<file path="src/rtl/uart_crc_framer_if.sv">
// ============================================================================
//  Module      : uart_crc_framer_if
//  Description : Bundle of the framer's payload input stream, byte output
//                stream toward the UART transmitter, CRC engine controls and
//                frame status outputs.
//                master : the framer side (drives s_ready, m_*, crc_* strobes,
//                         status outputs)
//                slave  : the surrounding system (producer, UART TX, CRC
//                         engine, status consumer)
//  Revision    : 1.0 - initial release
// ============================================================================
`default_nettype none

interface uart_crc_framer_if;
  // Payload stream from the byte producer
  logic       s_valid;
  logic [7:0] s_data;
  logic       s_last;
  logic       s_ready;
  // Byte stream toward the UART transmitter
  logic       m_valid;
  logic [7:0] m_data;
  logic       m_ready;
  // Shared CRC-8 engine
  logic       crc_clear;
  logic       crc_en;
  logic [7:0] crc_data;
  logic [7:0] crc_value;
  // Frame status
  logic       busy;
  logic       frame_done;
  logic       len_err;

  modport master (
    input  s_valid, s_data, s_last, m_ready, crc_value,
    output s_ready, m_valid, m_data, crc_clear, crc_en, crc_data,
           busy, frame_done, len_err
  );

  modport slave (
    output s_valid, s_data, s_last, m_ready, crc_value,
    input  s_ready, m_valid, m_data, crc_clear, crc_en, crc_data,
           busy, frame_done, len_err
  );
endinterface

`default_nettype wire

</file>
<file path="src/rtl/uart_crc_framer.sv">
// ============================================================================
//  Module      : uart_crc_framer
//  Description : Transmit-side frame sequencer. Forwards payload bytes to the
//                UART TX through a single-entry output stage, steers the
//                shared CRC-8 engine (clear at frame start, update per
//                accepted byte) and appends the CRC byte after the last
//                payload byte. Frames longer than MAX_LEN are cut at MAX_LEN
//                and flagged with len_err.
//  Ports       : clk, rst (async, active-high)
//                bus (uart_crc_framer_if.master): s_* payload in, m_* byte
//                out, crc_* engine controls, busy/frame_done/len_err status
//  Parameters  : MAX_LEN  - maximum payload bytes per frame (1..255)
//                SOF_BYTE - start-of-frame byte
//  Config      : UART_CRC_SOF_EN - when defined, SOF_BYTE is emitted ahead of
//                every payload (not covered by the CRC)
//  Revision    : 1.0 - initial release
// ============================================================================
`default_nettype none

module uart_crc_framer #(
  parameter int         MAX_LEN  = 255,
  parameter logic [7:0] SOF_BYTE = 8'h7E
) (
  input  wire logic          clk,
  input  wire logic          rst,
  uart_crc_framer_if.master  bus
);

  typedef enum logic [2:0] {
    ST_IDLE    = 3'd0,
    ST_SOF     = 3'd1,
    ST_PAYLOAD = 3'd2,
    ST_CRC     = 3'd3,
    ST_DONE    = 3'd4
  } state_t;

  // byte_cnt value at which the accepted byte is the MAX_LEN-th one
  localparam logic [7:0] C_LAST_CNT = 8'(MAX_LEN - 1);

  state_t     state_q, state_d;
  logic [7:0] byte_cnt_q, byte_cnt_d;
  logic       len_flag_q, len_flag_d;
  logic       m_valid_q, m_valid_d;
  logic [7:0] m_data_q, m_data_d;

  logic       can_load;
  logic       load;
  logic [7:0] load_byte;
  logic       s_ready;
  logic       crc_clear;
  logic       crc_en;
  logic [7:0] crc_data;
  logic       frame_done;
  logic       len_err;

  // The holding stage may take a new byte when empty or when its current
  // byte leaves this cycle.
  assign can_load = !m_valid_q || bus.m_ready;

  always_comb begin
    state_d    = state_q;
    byte_cnt_d = byte_cnt_q;
    len_flag_d = len_flag_q;
    load       = 1'b0;
    load_byte  = SOF_BYTE;   // only actually loaded from the SOF state
    s_ready    = 1'b0;
    crc_clear  = 1'b0;
    crc_en     = 1'b0;
    crc_data   = 8'h00;
    frame_done = 1'b0;
    len_err    = 1'b0;

    case (state_q)
      ST_IDLE: begin
        // Clear takes this cycle; the byte is held off until PAYLOAD so the
        // engine never sees clear and enable together.
        if (bus.s_valid) begin
          crc_clear  = 1'b1;
          byte_cnt_d = 8'h00;
`ifdef UART_CRC_SOF_EN
          state_d    = ST_SOF;
`else
          state_d    = ST_PAYLOAD;
`endif
        end
      end

`ifdef UART_CRC_SOF_EN
      ST_SOF: begin
        if (can_load) begin
          load    = 1'b1;
          state_d = ST_PAYLOAD;
        end
      end
`endif

      ST_PAYLOAD: begin
        s_ready = can_load;
        if (bus.s_valid && can_load) begin
          load       = 1'b1;
          load_byte  = bus.s_data;
          crc_en     = 1'b1;
          crc_data   = bus.s_data;
          byte_cnt_d = byte_cnt_q + 8'd1;
          if (bus.s_last) begin
            state_d = ST_CRC;
          end else if (byte_cnt_q == C_LAST_CNT) begin
            // Truncate: the remaining bytes open a new frame.
            state_d    = ST_CRC;
            len_flag_d = 1'b1;
          end
        end
      end

      ST_CRC: begin
        // Engine absorbed the final payload byte on the edge into CRC.
        if (can_load) begin
          load      = 1'b1;
          load_byte = bus.crc_value;
          state_d   = ST_DONE;
        end
      end

      ST_DONE: begin
        // The stage holds only the CRC byte here.
        if (m_valid_q && bus.m_ready) begin
          frame_done = 1'b1;
          len_err    = len_flag_q;
          len_flag_d = 1'b0;
          state_d    = ST_IDLE;
        end
      end

      default: state_d = ST_IDLE;
    endcase

    m_valid_d = load ? 1'b1 : (bus.m_ready ? 1'b0 : m_valid_q);
    m_data_d  = load ? load_byte : m_data_q;
  end

  always_ff @(posedge clk or posedge rst) begin
    if (rst) begin
      state_q    <= ST_IDLE;
      byte_cnt_q <= 8'h00;
      len_flag_q <= 1'b0;
      m_valid_q  <= 1'b0;
      m_data_q   <= 8'h00;
    end else begin
      state_q    <= state_d;
      byte_cnt_q <= byte_cnt_d;
      len_flag_q <= len_flag_d;
      m_valid_q  <= m_valid_d;
      m_data_q   <= m_data_d;
    end
  end

  assign bus.s_ready    = s_ready;
  assign bus.m_valid    = m_valid_q;
  assign bus.m_data     = m_data_q;
  assign bus.crc_clear  = crc_clear;
  assign bus.crc_en     = crc_en;
  assign bus.crc_data   = crc_data;
  assign bus.busy       = (state_q != ST_IDLE);
  assign bus.frame_done = frame_done;
  assign bus.len_err    = len_err;

endmodule

`default_nettype wire

</file>
<file path="src/flat_wrapper.sv">
// flat-port wrapper written by rule: the top's interface ports become plain ports
module uart_crc_framer_flat 
#(
  parameter int         MAX_LEN  = 255,
  parameter logic [7:0] SOF_BYTE = 8'h7E
)
  (clk, rst, bus_s_valid, bus_s_data, bus_s_last, bus_m_ready, bus_crc_value, bus_s_ready, bus_m_valid, bus_m_data, bus_crc_clear, bus_crc_en, bus_crc_data, bus_busy, bus_frame_done, bus_len_err);
  uart_crc_framer_if bus_i ();
  input  wire logic clk;
  input  wire logic rst;
  input wire logic [$bits(bus_i.s_valid)-1:0] bus_s_valid;
  input wire logic [$bits(bus_i.s_data)-1:0] bus_s_data;
  input wire logic [$bits(bus_i.s_last)-1:0] bus_s_last;
  input wire logic [$bits(bus_i.m_ready)-1:0] bus_m_ready;
  input wire logic [$bits(bus_i.crc_value)-1:0] bus_crc_value;
  output wire logic [$bits(bus_i.s_ready)-1:0] bus_s_ready;
  output wire logic [$bits(bus_i.m_valid)-1:0] bus_m_valid;
  output wire logic [$bits(bus_i.m_data)-1:0] bus_m_data;
  output wire logic [$bits(bus_i.crc_clear)-1:0] bus_crc_clear;
  output wire logic [$bits(bus_i.crc_en)-1:0] bus_crc_en;
  output wire logic [$bits(bus_i.crc_data)-1:0] bus_crc_data;
  output wire logic [$bits(bus_i.busy)-1:0] bus_busy;
  output wire logic [$bits(bus_i.frame_done)-1:0] bus_frame_done;
  output wire logic [$bits(bus_i.len_err)-1:0] bus_len_err;
  assign bus_i.s_valid = bus_s_valid;
  assign bus_i.s_data = bus_s_data;
  assign bus_i.s_last = bus_s_last;
  assign bus_i.m_ready = bus_m_ready;
  assign bus_i.crc_value = bus_crc_value;
  assign bus_s_ready = bus_i.s_ready;
  assign bus_m_valid = bus_i.m_valid;
  assign bus_m_data = bus_i.m_data;
  assign bus_crc_clear = bus_i.crc_clear;
  assign bus_crc_en = bus_i.crc_en;
  assign bus_crc_data = bus_i.crc_data;
  assign bus_busy = bus_i.busy;
  assign bus_frame_done = bus_i.frame_done;
  assign bus_len_err = bus_i.len_err;
  uart_crc_framer #(.MAX_LEN(MAX_LEN), .SOF_BYTE(SOF_BYTE)) u_core (.clk(clk), .rst(rst), .bus(bus_i));
endmodule
</file>
<file path="config.mk">
export PLATFORM = sky130hd
export DESIGN_NAME = uart_crc_framer_flat
export DESIGN_NICKNAME = d
export VERILOG_FILES = /design/src/rtl/uart_crc_framer_if.sv /design/src/rtl/uart_crc_framer.sv /design/src/flat_wrapper.sv
export SDC_FILE = /design/constraint.sdc
export NUM_CORES = 1
export LEC_CHECK = 0
export ABC_AREA = 1
export BUFFER_PORTS_ARGS = -buffer_cell sky130_fd_sc_hd__buf_2
export CORE_MARGIN = 2
export CORE_UTILIZATION = 25
export CTS_BUF_LIST = sky130_fd_sc_hd__clkbuf_2
export DETAILED_ROUTE_END_ITERATION = 16
export GPL_TIMING_DRIVEN = 0
export HOLD_SLACK_MARGIN = 0.1
export PLACE_DENSITY_LB_ADDON = 0.1
export SETUP_SLACK_MARGIN = 0.02
export SLEW_MARGIN = 20
export SYNTH_ARGS = -nofsm -noshare
export SYNTH_HDL_FRONTEND = slang
export SYNTH_SLANG_ARGS = --single-unit
</file>
<file path="constraint.sdc">
create_clock -name clk -period 1.53 [get_ports clk]
set_clock_uncertainty 0.2 [all_clocks]
set_input_delay 0.0765 -clock clk [delete_from_list [all_inputs] [get_ports clk]]
set_output_delay 0.0765 -clock clk [all_outputs]
set_load 0.01 [all_outputs]
</file>
**Word-level counts from Yosys, hierarchy flattened**

Index checks and enable logic that the tools add are counted.
Widths: inputs -> output; s select.

- Input bits: 21
- Bits in registers: 21
- Logic and storage cells: 62
- Output and inout bits: 23

- Reduce and logical (&&, ||, !) cells: 12
- Muxes and demuxes: 33
- Equality and inequality tests: 11
- Add/subtract/negate cells: 1

Operator list:

| operator | number |
|---|---|
| $mux 8 | 6 |
| $pmux 8 s2 | 2 |
| $mux 3 | 6 |
| $mux 1 | 16 |
| $pmux 3 s4 | 1 |
| $reduce_and 5->1 | 2 |
| $add 8x1->8 const B | 1 |
| $eq 8x8->1 const B | 1 |
| $ne 2x1->1 const B | 4 |
| $eq 3x2->1 const B | 2 |
| $reduce_bool 2->1 | 3 |
| $ne 2x2->1 const B | 2 |
| $pmux 1 s2 | 2 |
| $eq 3x3->1 const B | 1 |
| $logic_not 3->1 | 1 |
| $ne 3x2->1 const B | 1 |
| $reduce_and 3->1 | 1 |
| $reduce_bool 3->1 | 1 |
| $logic_and 1x1->1 | 2 |
| $logic_not 1->1 | 1 |
| $logic_or 1x1->1 | 1 |

**Logic depth before layout (Yosys ltp)**

Gate-level depths: netlist of the first run.

- Depth after elaboration: 6
- Depth in mapped cells: 10
- Gate-level depth less buffers: 10

**Least setup slack after synthesis of the first run**

Ideal clock, no wire load.

- Kind: reg2reg
- Start point: register u_core.state_q[0]
- End point: register u_core.state_q[1]
- Arrival: 1.120 ns
- Path slack: 0.093 ns
- Path buffers: 1
- Period minus slack after synthesis: 1.437 ns
- Required time: 1.213 ns
- Setup time: 0.117 ns
- Cell stages (with the launch flop): 10
- Cells stage by stage: dfrtp_1 -> buf_4 -> nand2_1 -> nor2_1 -> nand2_1 -> nand2_1 -> nor2_2 -> nand2_1 -> nand2_1 -> nand2_1

- Longest elaborated chain between the ends: 3
- Elaborated cells on any way between the ends: 11
- Classes of those cells: 8 x eq/ne; 1 x mux; 2 x reduce/logical

Ends and longest elaborated chain:

| what | line | text |
|---|---|---|
| start: declaration | uart_crc_framer.sv:40 | `state_t state_q, state_d;` |
| start signal: assignment | uart_crc_framer.sv:149 | `state_q <= state_d;` |
| $eq 3x2->1 (tied with other cells) | uart_crc_framer.sv:73 | `case (state_q)` |
| $ne 3x2->1 (no line) (tied with other cells) | n/a |  |
| $reduce_and 5->1 (no line) | n/a |  |

Parallel ways exist; a longest one is shown, timed or not.
A chain may end at the register's enable or synchronous reset.

**Worst setup path in the final report of the first run**

- Start point: register u_core.state_q[1]
- End point: output port bus_crc_data[6]

- Longest elaborated chain between the ends: 2

Ends and longest elaborated chain:

| what | line | text |
|---|---|---|
| $eq 3x2->1 | uart_crc_framer.sv:73 |  |
| $mux 8 | uart_crc_framer.sv:73 |  |
| end: declaration | flat_wrapper.sv:21 | `output wire logic [$bits(bus_i.crc_data)-1:0] bus_crc_data;` |

No other way between the ends.

==> flow_summary_export.csv, run 1 <==
group,metric,value,unit
cells_and_area,diodes,0,
cts,numCtsBuffers,3,
timing,timing.final.crit_period,1.77,ns
global_route,grt.overflow.total,0,
routing,routed_wl,4430,um
floorplan,floorplan.core_area,5440,um^2
timing,drv_slew,0,
worst_setup_path,critical_path.n_buffers_inverters,3,
floorplan,floorplan.rows,27,
logic_synthesis,synthFlopType,"dfrtp_1",
global_route,grt_pass1_wl,7030,um
global_route,pin_count_of_the_biggest_net_entering_global_routing,22,
logic_synthesis,asyncSetResetFlopFracSynth,1.00,
logic_synthesis,synth_top_area_frac,0.378,
run,drv.max_cap_violation_count,0,
worst_setup_path,crit_path_cell_trace,"buf_12 > nand2_4 > nor2_4 > buf_6 > nand2_4 > nor2_2 > buf_2",
global_route,antenna_found_initial,0,
worst_setup_path,cp_data_required_time,1.25,ns
run_status,status,"finished, violations left",
run_status,failed_checks,"hold timing, setup timing",
worst_setup_path,end_kind,"output pin",
logic_synthesis,synth.avg_cell_area,7.21,um^2
worst_setup_path,worst_setup_path_start_kind,"register",
timing,hold_viol,1,
timing,fin_crit_sh,1.15,
worst_setup_path,timing.critical_path.slowest_stage_cell,"dfrtp_2",
routing,wire_per_inst,11.9,um
min_path,timing.hold.worst_path_depth,5,
cts,clkLatencyLatePin,0.35,ns
logic_synthesis,syn-instance-count,193,
global_route,gr-usage-all-layers,0.142,
cts,numClockSinks,21,
worst_setup_path,reg2reg_slack,-0.13,ns
pwr,max-vdd-ir-drop,722,uV
cts,clk_root_buffer_cell,"clkbuf_2",
logic_synthesis,synth.area.top_cells,"dfrtp_1 (38%), nand2_1 (16%), inv_1 (7.3%), nand3_1 (7.2%), nor2_1 (4.9%)",
logic_synthesis,syn-cell-area,1390,um^2
logic_synthesis,yosysWarningCount,0,
logic_synthesis,synth_fp_nets,216,
cts,clk_pin_slew_worst_paths,0.25,ns
timing,timing.final.ws_setup,-0.235,ns
logic_synthesis,synth_cell_type_count,25,
routing,first_pass_iters,4,
worst_setup_path,critical-path-top-cell-by-count,"nand2_4",
floorplan,die_width,78.6,um
cells_and_area,design.final.nets,324,
timing,grt_setup_unrepaired,"true",
pwr,pwr_density_cell,1760,nW/um^2
worst_setup_path,crit_path_max_fanout,3,
global_route,vias_in_the_first_global_route,1504,
floorplan,die-area,6180,um^2
placement,routabilityCongestion,0.709,
worst_setup_path,timing.critical_path.slowest_cell_delay,0.48,ns
pwr,pwr_total,4.31,mW
routing,detailedRoute.firstIterationViolations,47,
worst_setup_path,crit_arrival,1.49,ns
worst_setup_path,worstSetupPathType,"register to output pin",
routing,postRouteAntennaNets,0,
routing,vias,1567,
placement,detailed_place_hpwl,2740,um
pwr,p_leak,1.34,nW
floorplan,initial_utilization,0.256,
timing,max_slew_margin,0.412,
cts,tritoncts_clock_tree,"done",
logic_synthesis,synth_area_leader_cell,"dfrtp_1",
timing,worst_slew_pin_slew,0.880,ns
timing,fmax,0.566,GHz
cts,cts-htree-levels,1,
floorplan,height_of_the_chip,78.6,um
cts,bufs_on_longest_clock_path,2,
placement,place_ws,-0.118,ns
floorplan,io-pin-count,44,
logic_synthesis,yosysSeqAreaShare,0.378,
worst_setup_path,r2r_cells,9,
logic_synthesis,ys_ff_latch,21,
cells_and_area,post_synthesis_to_final_layout_area_growth,76.4,%
logic_synthesis,synth-edff-count,0,
placement,buffer_ports.inserted,43,
timing,setup_viol,31,
cells_and_area,final_layout_size_suffix_gt1_frac,0.493,
timing,fin_worst_hold_slack,-0.0361,ns
routing,vias_per_cell,4.21,
worst_setup_path,path_depth,7,
routing,route.detailed.drc,0,
worst_setup_path,path_delay_family,"flip-flops",
min_path,holdCritPathClass,"primary input to register",
[flip-flops by register name, indices dropped and copies added, names as in the netlist]
register,cells
u_core.bus.m_valid,1
u_core.byte_cnt_q,8
u_core.len_flag_q,1
u_core.state_q,3
u_core.bus.m_data,8
[kinds of logic (layout without fill, tap and decap cells)]
kind of cell / count (synthesis) / in the layout / share of synthesized area
flip-flops: 21 / 21 / 0.378
AO/OA/AOI/OAI: 19 / 19 / 0.0827
AND/OR/NAND/NOR: 115 / 116 / 0.402
XOR/XNOR: 3 / 3 / 0.0189
buffers and inverters: 33 / 139 / 0.101
adder cells (fa/ha/maj): 2 / 2 / 0.0180
[final cells by class]
class	count	area, um^2
inverter	31	134
timing repair buffer	101	744
timing repair inverter	1	6.26
tap	72	90.1
buffer	2	22.5
multi-input combinational	140	908
fill	509	2980
clock buffer	3	15.0
clock inverter	1	5.00
sequential	21	529
[per-stage QoR]
stage	cell area, um^2	hold WS (ns)	setup TNS (ns)	instances	util
2_1_floorplan	1390	-0.147	0	193	-
3_3_place_gp	1700	0.103	-1.80	308	0.312
3_5_place_dp	1700	0.115	-1.50	308	0.312
4_1_cts	2120	0.0135	-3.55	349	0.390
5_1_grt	2450	-0.00539	-7.15	372	0.451
6_report	2450	-0.0361	-4.12	372	0.451
[power by group]
| part | switching, mW | total [mW] | internal [mW] |
|---|---|---|---|
| sequential | 0.137 | 0.886 | 0.750 |
| clock | 0.197 | 0.256 | 0.0592 |
| combinational | 1.73 | 3.17 | 1.43 |
| total | 2.07 | 4.31 | 2.24 |
[cells in the mapped netlist (2+ instances only)]
master	count
a21oi_1	4
dfrtp_1	21
ha_1	2
inv_1	27
inv_2	3
nand2_1	59
nand2_2	4
nand2_4	3
nand3_1	20
nand4_1	2
nor2_1	18
nor2_2	3
nor2_4	2
nor2_8	2
o21ai_0	8
o21ai_2	4
xor2_1	3
[worst min-delay path: cells and delay by family]
kind | cells | cell delay (ns)
simple gates | 4 | 0.31
buf+inv | 1 | 0.12
[cells in the final DEF, fill, tap and decap left out, types with 5 or more instances in the layout]
cell           synthesis  final
nand2_1               59     45
nor2_1                18     11
nor2_2                 3      6
buf_2                  0     41
inv_1                 27     23
dlygate4sd3_1          0     20
nand2_4                3     10
o21ai_2                4      7
nor2_4                 2      7
dfrtp_1               21     18
buf_4                  1     32
inv_4                  0      5
nand2_2                4     10
nand3_1               20     17
buf_6                  1      9
[path summary, 6_finish.rpt]
| path | from | end |
|---|---|---|
| min | bus_s_valid | u_core.bus.m_data[7]$_DFFE_PP0P_ |
| max | u_core.state_q[1]$_DFFE_PP0P_ | bus_crc_data[6] |
| min reg2reg | u_core.bus.m_data[5]$_DFFE_PP0P_ | u_core.bus.m_data[5]$_DFFE_PP0P_ |
| max in group asynchronous | rst | u_core.state_q[2]$_DFFE_PP0P_ |
| max reg2reg | u_core.state_q[0]$_DFFE_PP0P_ | u_core.byte_cnt_q[4]$_DFFE_PP0P_ |
| min in group asynchronous | rst | u_core.bus.m_data[2]$_DFFE_PP0P_ |
[what timing repair did]
action	CTS	global route
pin swaps	9	27
hold endpoints to repair	35	5
resized for setup	27	43
gates cloned	1	1
setup endpoints to repair	34	35
buffers inserted	18	22
hold buffers	19	2
[routing by layer]
metal	global-route usage	routed length (um)	vias up
met5	0	0	-
met4	0.0263	18	0
met3	0.0149	144	2
met2	0.262	2200	33
met1	0.179	2070	711
li1	-	-	821
Power figures use the tool's default switching activity.
==> inputs of run 2 (changes only) <==
==> constraint.sdc (replaced) <==
create_clock -name clk -period 1.4 [get_ports clk]
set_clock_uncertainty 0.2 [all_clocks]
set_input_delay 0.07 -clock clk [delete_from_list [all_inputs] [get_ports clk]]
set_output_delay 0.07 -clock clk [all_outputs]
set_load 0.01 [all_outputs]
==> flow_summary_export.csv, run 2 (synthesis results as in run 1) <==
group,metric,value,unit
timing,setup_viol,35,
worst_setup_path,crit_path_max_fanout,5,
cts,clkLatencyLatePin,0.35,ns
worst_setup_path,cp_data_required_time,1.13,ns
cells_and_area,design.final.nets,303,
cells_and_area,register_area,527,um^2
floorplan,height_of_the_chip,78.6,um
placement,postPlaceCellArea,1710,um^2
worst_setup_path,worstSetupPathType,"register to output pin",
cts,numCtsBuffers,3,
cts,cts.hold.buffers_added,19,
pwr,max-vdd-ir-drop,833,uV
placement,buffer_ports.inserted,43,
cts,clk_root_buffer_cell,"clkbuf_2",
cells_and_area,nFillCells,576,
routing,routed_wl,3960,um
global_route,antenna_found_initial,0,
floorplan,floorplan.core_area,5440,um^2
pwr,pwr_density_cell,1920,nW/um^2
timing,max_slew_margin,0.664,
routing,first_pass_iters,4,
floorplan,io-pin-count,44,
cells_and_area,layout.cell_area.non_filler,2210,um^2
pwr,power.clock.fraction,0.067,
run_status,status,"finished, violations left",
routing,vias,1474,
pwr,netSwitchingFraction,0.483,
min_path,worst_hold_startpoint,"bus_m_ready",
run,drv.max_cap_violation_count,0,
global_route,vias_in_the_first_global_route,1491,
cells_and_area,layout.cells.most_common_list,"nand2_1 (53), buf_2 (41), inv_1 (23)",
run_status,failed_checks,"hold timing, setup timing",
min_path,timing.hold.worst_path_depth,4,
worst_setup_path,crit_arrival,1.51,ns
global_route,grt.overflow.total,0,
global_route,grt_pass1_wl,6930,um
timing,fin_crit_sh,1.27,
pwr,switching_power,2.05,mW
worst_setup_path,r2r_cells,10,
cells_and_area,diodes,0,
worst_setup_path,reg2reg_to,"u_core.byte_cnt_q[1]$_DFFE_PP0P_",
cells_and_area,final_layout_size_suffix_gt1_frac,0.409,
routing,vias_per_cell,4.20,
floorplan,die_width,78.6,um
cells_and_area,final_common_cell,"nand2_1",
placement,routabilityCongestion,0.739,
worst_setup_path,worst_setup_path_start_kind,"register",
pwr,cellInternalPower,2.19,mW
pwr,pwr_total,4.24,mW
cts,clk_pin_slew_worst_paths,0.24,ns
cts,numClockSinks,21,
floorplan,floorplan.rows,27,
timing,worst_slew_pin_slew,0.504,ns
routing,detailedRoute.firstIterationViolations,64,
routing,postRouteAntennaNets,0,
cts,bufs_on_longest_clock_path,2,
min_path,holdCritPathClass,"primary input to register",
routing,route.detailed.drc,0,
global_route,gr-usage-all-layers,0.142,
timing,hold_viol,3,
timing,fmax,0.562,GHz
timing,fin_worst_hold_slack,-0.134,ns
floorplan,die-area,6180,um^2
placement,detailed_place_hpwl,2690,um
cts,cts-htree-levels,1,
floorplan,initial_utilization,0.256,
global_route,pin_count_of_the_biggest_net_entering_global_routing,22,
pwr,p_leak,1.21,nW
cells_and_area,multi_input_area,831,um^2
worst_setup_path,reg2reg_slack,-0.37,ns
timing,drv_slew,0,
timing,timing.final.crit_period,1.78,ns
timing,grt_setup_unrepaired,"true",
routing,wire_per_inst,11.3,um
cts,tritoncts_clock_tree,"done",
timing,timing.final.ws_setup,-0.381,ns
min_path,holdPathEnd,"u_core.bus.m_valid$_DFFE_PP0P_",
worst_setup_path,worst_flop_to_flop_path_startpoint,"u_core.state_q[2]$_DFFE_PP0P_",
worst_setup_path,end_kind,"output pin",
pwr,seq_power_share,0.223,
cells_and_area,post_synthesis_to_final_layout_area_growth,59.2,%
worst_setup_path,crit_start,"u_core.state_q[1]$_DFFE_PP0P_",
pwr,comb_power_share,0.710,
## run 2: cell types whose count changed in the layout (fill, tap and decap cells not counted), moves of 3 or more
cell     delta
buf_4      -21
nand2_1     +8
nand2_2     -4
nand2_4     -3
o21ai_2     -3
## run 2: stage by stage
stage                util  instances  TNS (ns)  hold WS (ns)  worst slack (ns)
CTS                 0.388        347    -10.89        -0.178            -0.431
global route        0.407        351    -13.35        -0.112            -0.484
floorplan               -        193   -0.0629        -0.153           -0.0136
global placement    0.314        308     -5.51        0.0966            -0.313
finish              0.407        351    -10.40        -0.134            -0.381
detailed placement  0.314        308     -5.08        0.0997            -0.290
## run 2: power by group through the flow
stage               clock, mW  sequential (mW)  combinational [mW]
finish                  0.284            0.946                3.01
global route            0.324            0.975                3.37
CTS                     0.304            0.943                2.80
detailed placement          0            0.975                2.15
global placement            0            0.977                2.16
floorplan                   0             1.02                1.48
## run 2: timing repair
action | 4_1_cts | 5_1_grt
endpoints found under the hold margin | 36 | 32
cloned | 2 | 0
buffers inserted | 14 | 4
setup endpoints to repair | 35 | 36
gates resized for setup | 20 | 21
pin swaps | 19 | 17
## run 2: how the worst max path moves through the flow
stage | slack [ns] | cells past startpoint | endpoint
after floorplan | -0.01 | 9 | u_core.state_q[1]$_DFFE_PP0P_
after global placement | -0.31 | 6 | u_core.bus.m_data[7]$_DFFE_PP0P_
after detailed placement | -0.29 | 6 | u_core.bus.m_data[7]$_DFFE_PP0P_
after CTS | -0.43 | 7 | bus_crc_data[2]
after global routing | -0.48 | 7 | bus_crc_data[4]
final | -0.38 | 7 | bus_crc_data[4]
## run 2: critical path, stage by stage (launching register included)
cell and delay (ns):
dfrtp_1 0.47, inv_2 0.09, nor2_4 0.12, nand2_4 0.08
nor2_8 0.14, inv_4 0.07, nor2_2 0.07, buf_2 0.13
## run 2: cell type report
type | count | area share
Sequential cell | 21 | 0.238
Tap cell | 72 | 0.0407
Inverter | 31 | 0.0588
Clock buffer | 3 | 0.00678
Clock inverter | 1 | 0.00226
Multi-Input combinational cell | 140 | 0.375
Buffer | 2 | 0.0102
Timing Repair inverter | 1 | 0.00282
Timing Repair Buffer | 80 | 0.266
## run 2: layer usage
| metal | track usage | up-vias | part of all wire |
|---|---|---|---|
| met5 | 0 | - | 0 |
| met4 | 0.0474 | 0 | 0.012 |
| met3 | 0.0207 | 4 | 0.036 |
| met2 | 0.232 | 30 | 0.49 |
| met1 | 0.191 | 665 | 0.46 |
| li1 | - | 775 | - |
==> inputs of run 3 (changes only) <==
--- a/config.mk
+++ b/config.mk
@@ -14,7 +14,9 @@
 export GPL_TIMING_DRIVEN = 0
 export HOLD_SLACK_MARGIN = 0.1
 export PLACE_DENSITY_LB_ADDON = 0.1
+export RECOVER_POWER = 50
 export SETUP_SLACK_MARGIN = 0.02
+export SKIP_LAST_GASP = 1
 export SLEW_MARGIN = 20
 export SYNTH_ARGS = -nofsm -noshare
 export SYNTH_HDL_FRONTEND = slang
==> flow_summary_export.csv, run 3 (synthesis results as in run 1) <==
group,metric,value,unit
routing,vias_per_cell,4.19,
timing,fin_worst_hold_slack,-0.130,ns
global_route,antenna_found_initial,0,
timing,drv_slew,0,
global_route,pin_count_of_the_biggest_net_entering_global_routing,22,
worst_setup_path,crit_path_cell_trace,"nand2_1 > nand2_4 > nor2_8 > inv_4 > nor2_2 > buf_2",
pwr,max-vdd-ir-drop,836,uV
floorplan,die_width,78.6,um
cells_and_area,post_synthesis_to_final_layout_area_growth,61.0,%
routing,postRouteAntennaNets,0,
worst_setup_path,worst_setup_path_start_kind,"register",
pwr,pwr_total,4.29,mW
timing,timing.final.crit_period,1.77,ns
pwr,p_leak,1.21,nW
cts,tritoncts_clock_tree,"done",
worst_setup_path,end_kind,"output pin",
routing,detailedRoute.firstIterationViolations,71,
routing,vias,1476,
routing,wire_per_inst,11.3,um
global_route,gr-usage-all-layers,0.142,
run_status,status,"finished, violations left",
routing,route.detailed.drc,0,
cts,cts-htree-levels,1,
global_route,grt_pass1_wl,6940,um
worst_setup_path,crit_arrival,1.50,ns
cells_and_area,layout.cells.most_common_list,"nand2_1 (49), buf_2 (40), inv_1 (24)",
worst_setup_path,cp_data_required_time,1.13,ns
cells_and_area,final_layout_size_suffix_gt1_frac,0.429,
worst_setup_path,reg2reg_slack,-0.37,ns
cells_and_area,diodes,0,
global_route,grt.overflow.total,0,
cts,clk_root_buffer_cell,"clkbuf_2",
run,drv.max_cap_violation_count,0,
cells_and_area,nFillCells,580,
worst_setup_path,timing.critical_path.slowest_cell_delay,0.44,ns
placement,buffer_ports.inserted,43,
worst_setup_path,path_delay_family,"simple AND/OR/NAND/NOR gates",
timing,fmax,0.564,GHz
cells_and_area,final_common_cell,"nand2_1",
timing,hold_viol,3,
cts,numCtsBuffers,3,
cts,clkLatencyLatePin,0.34,ns
routing,routed_wl,3990,um
worst_setup_path,critical_path.n_buffers_inverters,2,
timing,fin_crit_sh,1.27,
worst_setup_path,worstSetupPathType,"register to output pin",
routing,top_layer,"met4",
placement,detailed_place_hpwl,2690,um
timing,grt_setup_unrepaired,"true",
cts,numClockSinks,21,
placement,postPlaceCellArea,1710,um^2
floorplan,floorplan.core_area,5440,um^2
routing,first_pass_iters,4,
timing,max_slew_margin,0.662,
cts,clk_pin_slew_worst_paths,0.24,ns
routing,m1WireLength,1830,um
worst_setup_path,crit_path_max_fanout,8,
floorplan,height_of_the_chip,78.6,um
global_route,vias_in_the_first_global_route,1493,
run_status,failed_checks,"hold timing, setup timing",
timing,timing.final.ws_setup,-0.372,ns
floorplan,floorplan.rows,27,
worst_setup_path,timing.critical_path.slowest_stage_cell,"dfrtp_1",
cts,bufs_on_longest_clock_path,2,
cells_and_area,design.final.nets,304,
floorplan,die-area,6180,um^2
placement,routabilityCongestion,0.739,
timing,setup_viol,35,
cells_and_area,layout.cell_area.non_filler,2240,um^2
floorplan,io-pin-count,44,
min_path,holdCritPathClass,"primary input to register",
routing,met2WireLength,1970,um
timing,worst_slew_pin_slew,0.506,ns
cts,cts.hold.buffers_added,19,
routing,detailroute.wirelength.met3,138,um
floorplan,initial_utilization,0.256,
pwr,pwr_density_cell,1920,nW/um^2
[run 3: layout make-up]
| class | instances | area (um^2) | share of cell area |
|---|---|---|---|
| multi-input cells | 140 | 850 | 0.379 |
| inverters | 31 | 130 | 0.0581 |
| repair buffers | 81 | 594 | 0.265 |
| plain buffers | 2 | 22.5 | 0.0101 |
| clock buffers | 3 | 15.0 | 0.00670 |
| flip-flops and latches | 21 | 527 | 0.235 |
| well taps | 72 | 90.1 | 0.0402 |
| repair inverters | 1 | 6.26 | 0.00279 |
| clock inverters | 1 | 5.00 | 0.00223 |
[run 3: metrics by stage]
stage	instances	hold WS (ns)	TNS, ns	utilization	worst slack, ns
final	352	-0.130	-10.14	0.412	-0.372
after detailed placement	308	0.0997	-5.08	0.314	-0.290
after CTS	347	-0.178	-10.92	0.386	-0.431
after global routing	352	-0.122	-13.30	0.412	-0.485
after global placement	308	0.0966	-5.51	0.314	-0.313
after floorplan	193	-0.153	-0.0629	-	-0.0136
[run 3: worst min-delay path, delay by kind of cell]
family	cells	cell delay, ns
AND/OR/NAND/NOR	2	0.18
buffers and inverters	2	0.16
[run 3: repair_timing]
action                                  4_1_cts  5_1_grt
gates resized for setup                      17       30
endpoints found under the hold margin        36       32
gates cloned                                  2        0
buffers inserted                             14        5
endpoints found under the setup margin       35       36
pin swaps                                    19       16
[run 3: final timing paths]
check	start	end	cells after the start
worst max-delay path	u_core.bus.m_valid$_DFFE_PP0P_	bus_crc_data[3]	6
worst min-delay path	bus_m_ready	u_core.bus.m_valid$_DFFE_PP0P_	4
worst max register to register	u_core.state_q[1]$_DFFE_PP0P_	u_core.byte_cnt_q[7]$_DFFE_PP0P_	11
worst min register to register	u_core.bus.m_data[5]$_DFFE_PP0P_	u_core.bus.m_data[5]$_DFFE_PP0P_	2
max in group asynchronous	rst	u_core.state_q[2]$_DFFE_PP0P_	3
min in group asynchronous	rst	u_core.byte_cnt_q[4]$_DFFE_PP0P_	3
[run 3: power breakdown]
group | internal [mW] | switching, mW
Clock | 0.0648 | 0.217
Combinational | 1.32 | 1.74
Sequential | 0.815 | 0.132
[run 3: per-layer routing]
layer  up-vias  global-route usage
met1       669               0.192
met5         -                   0
met3         4              0.0207
met2        28               0.232
met4         0              0.0474
li1        775                   -
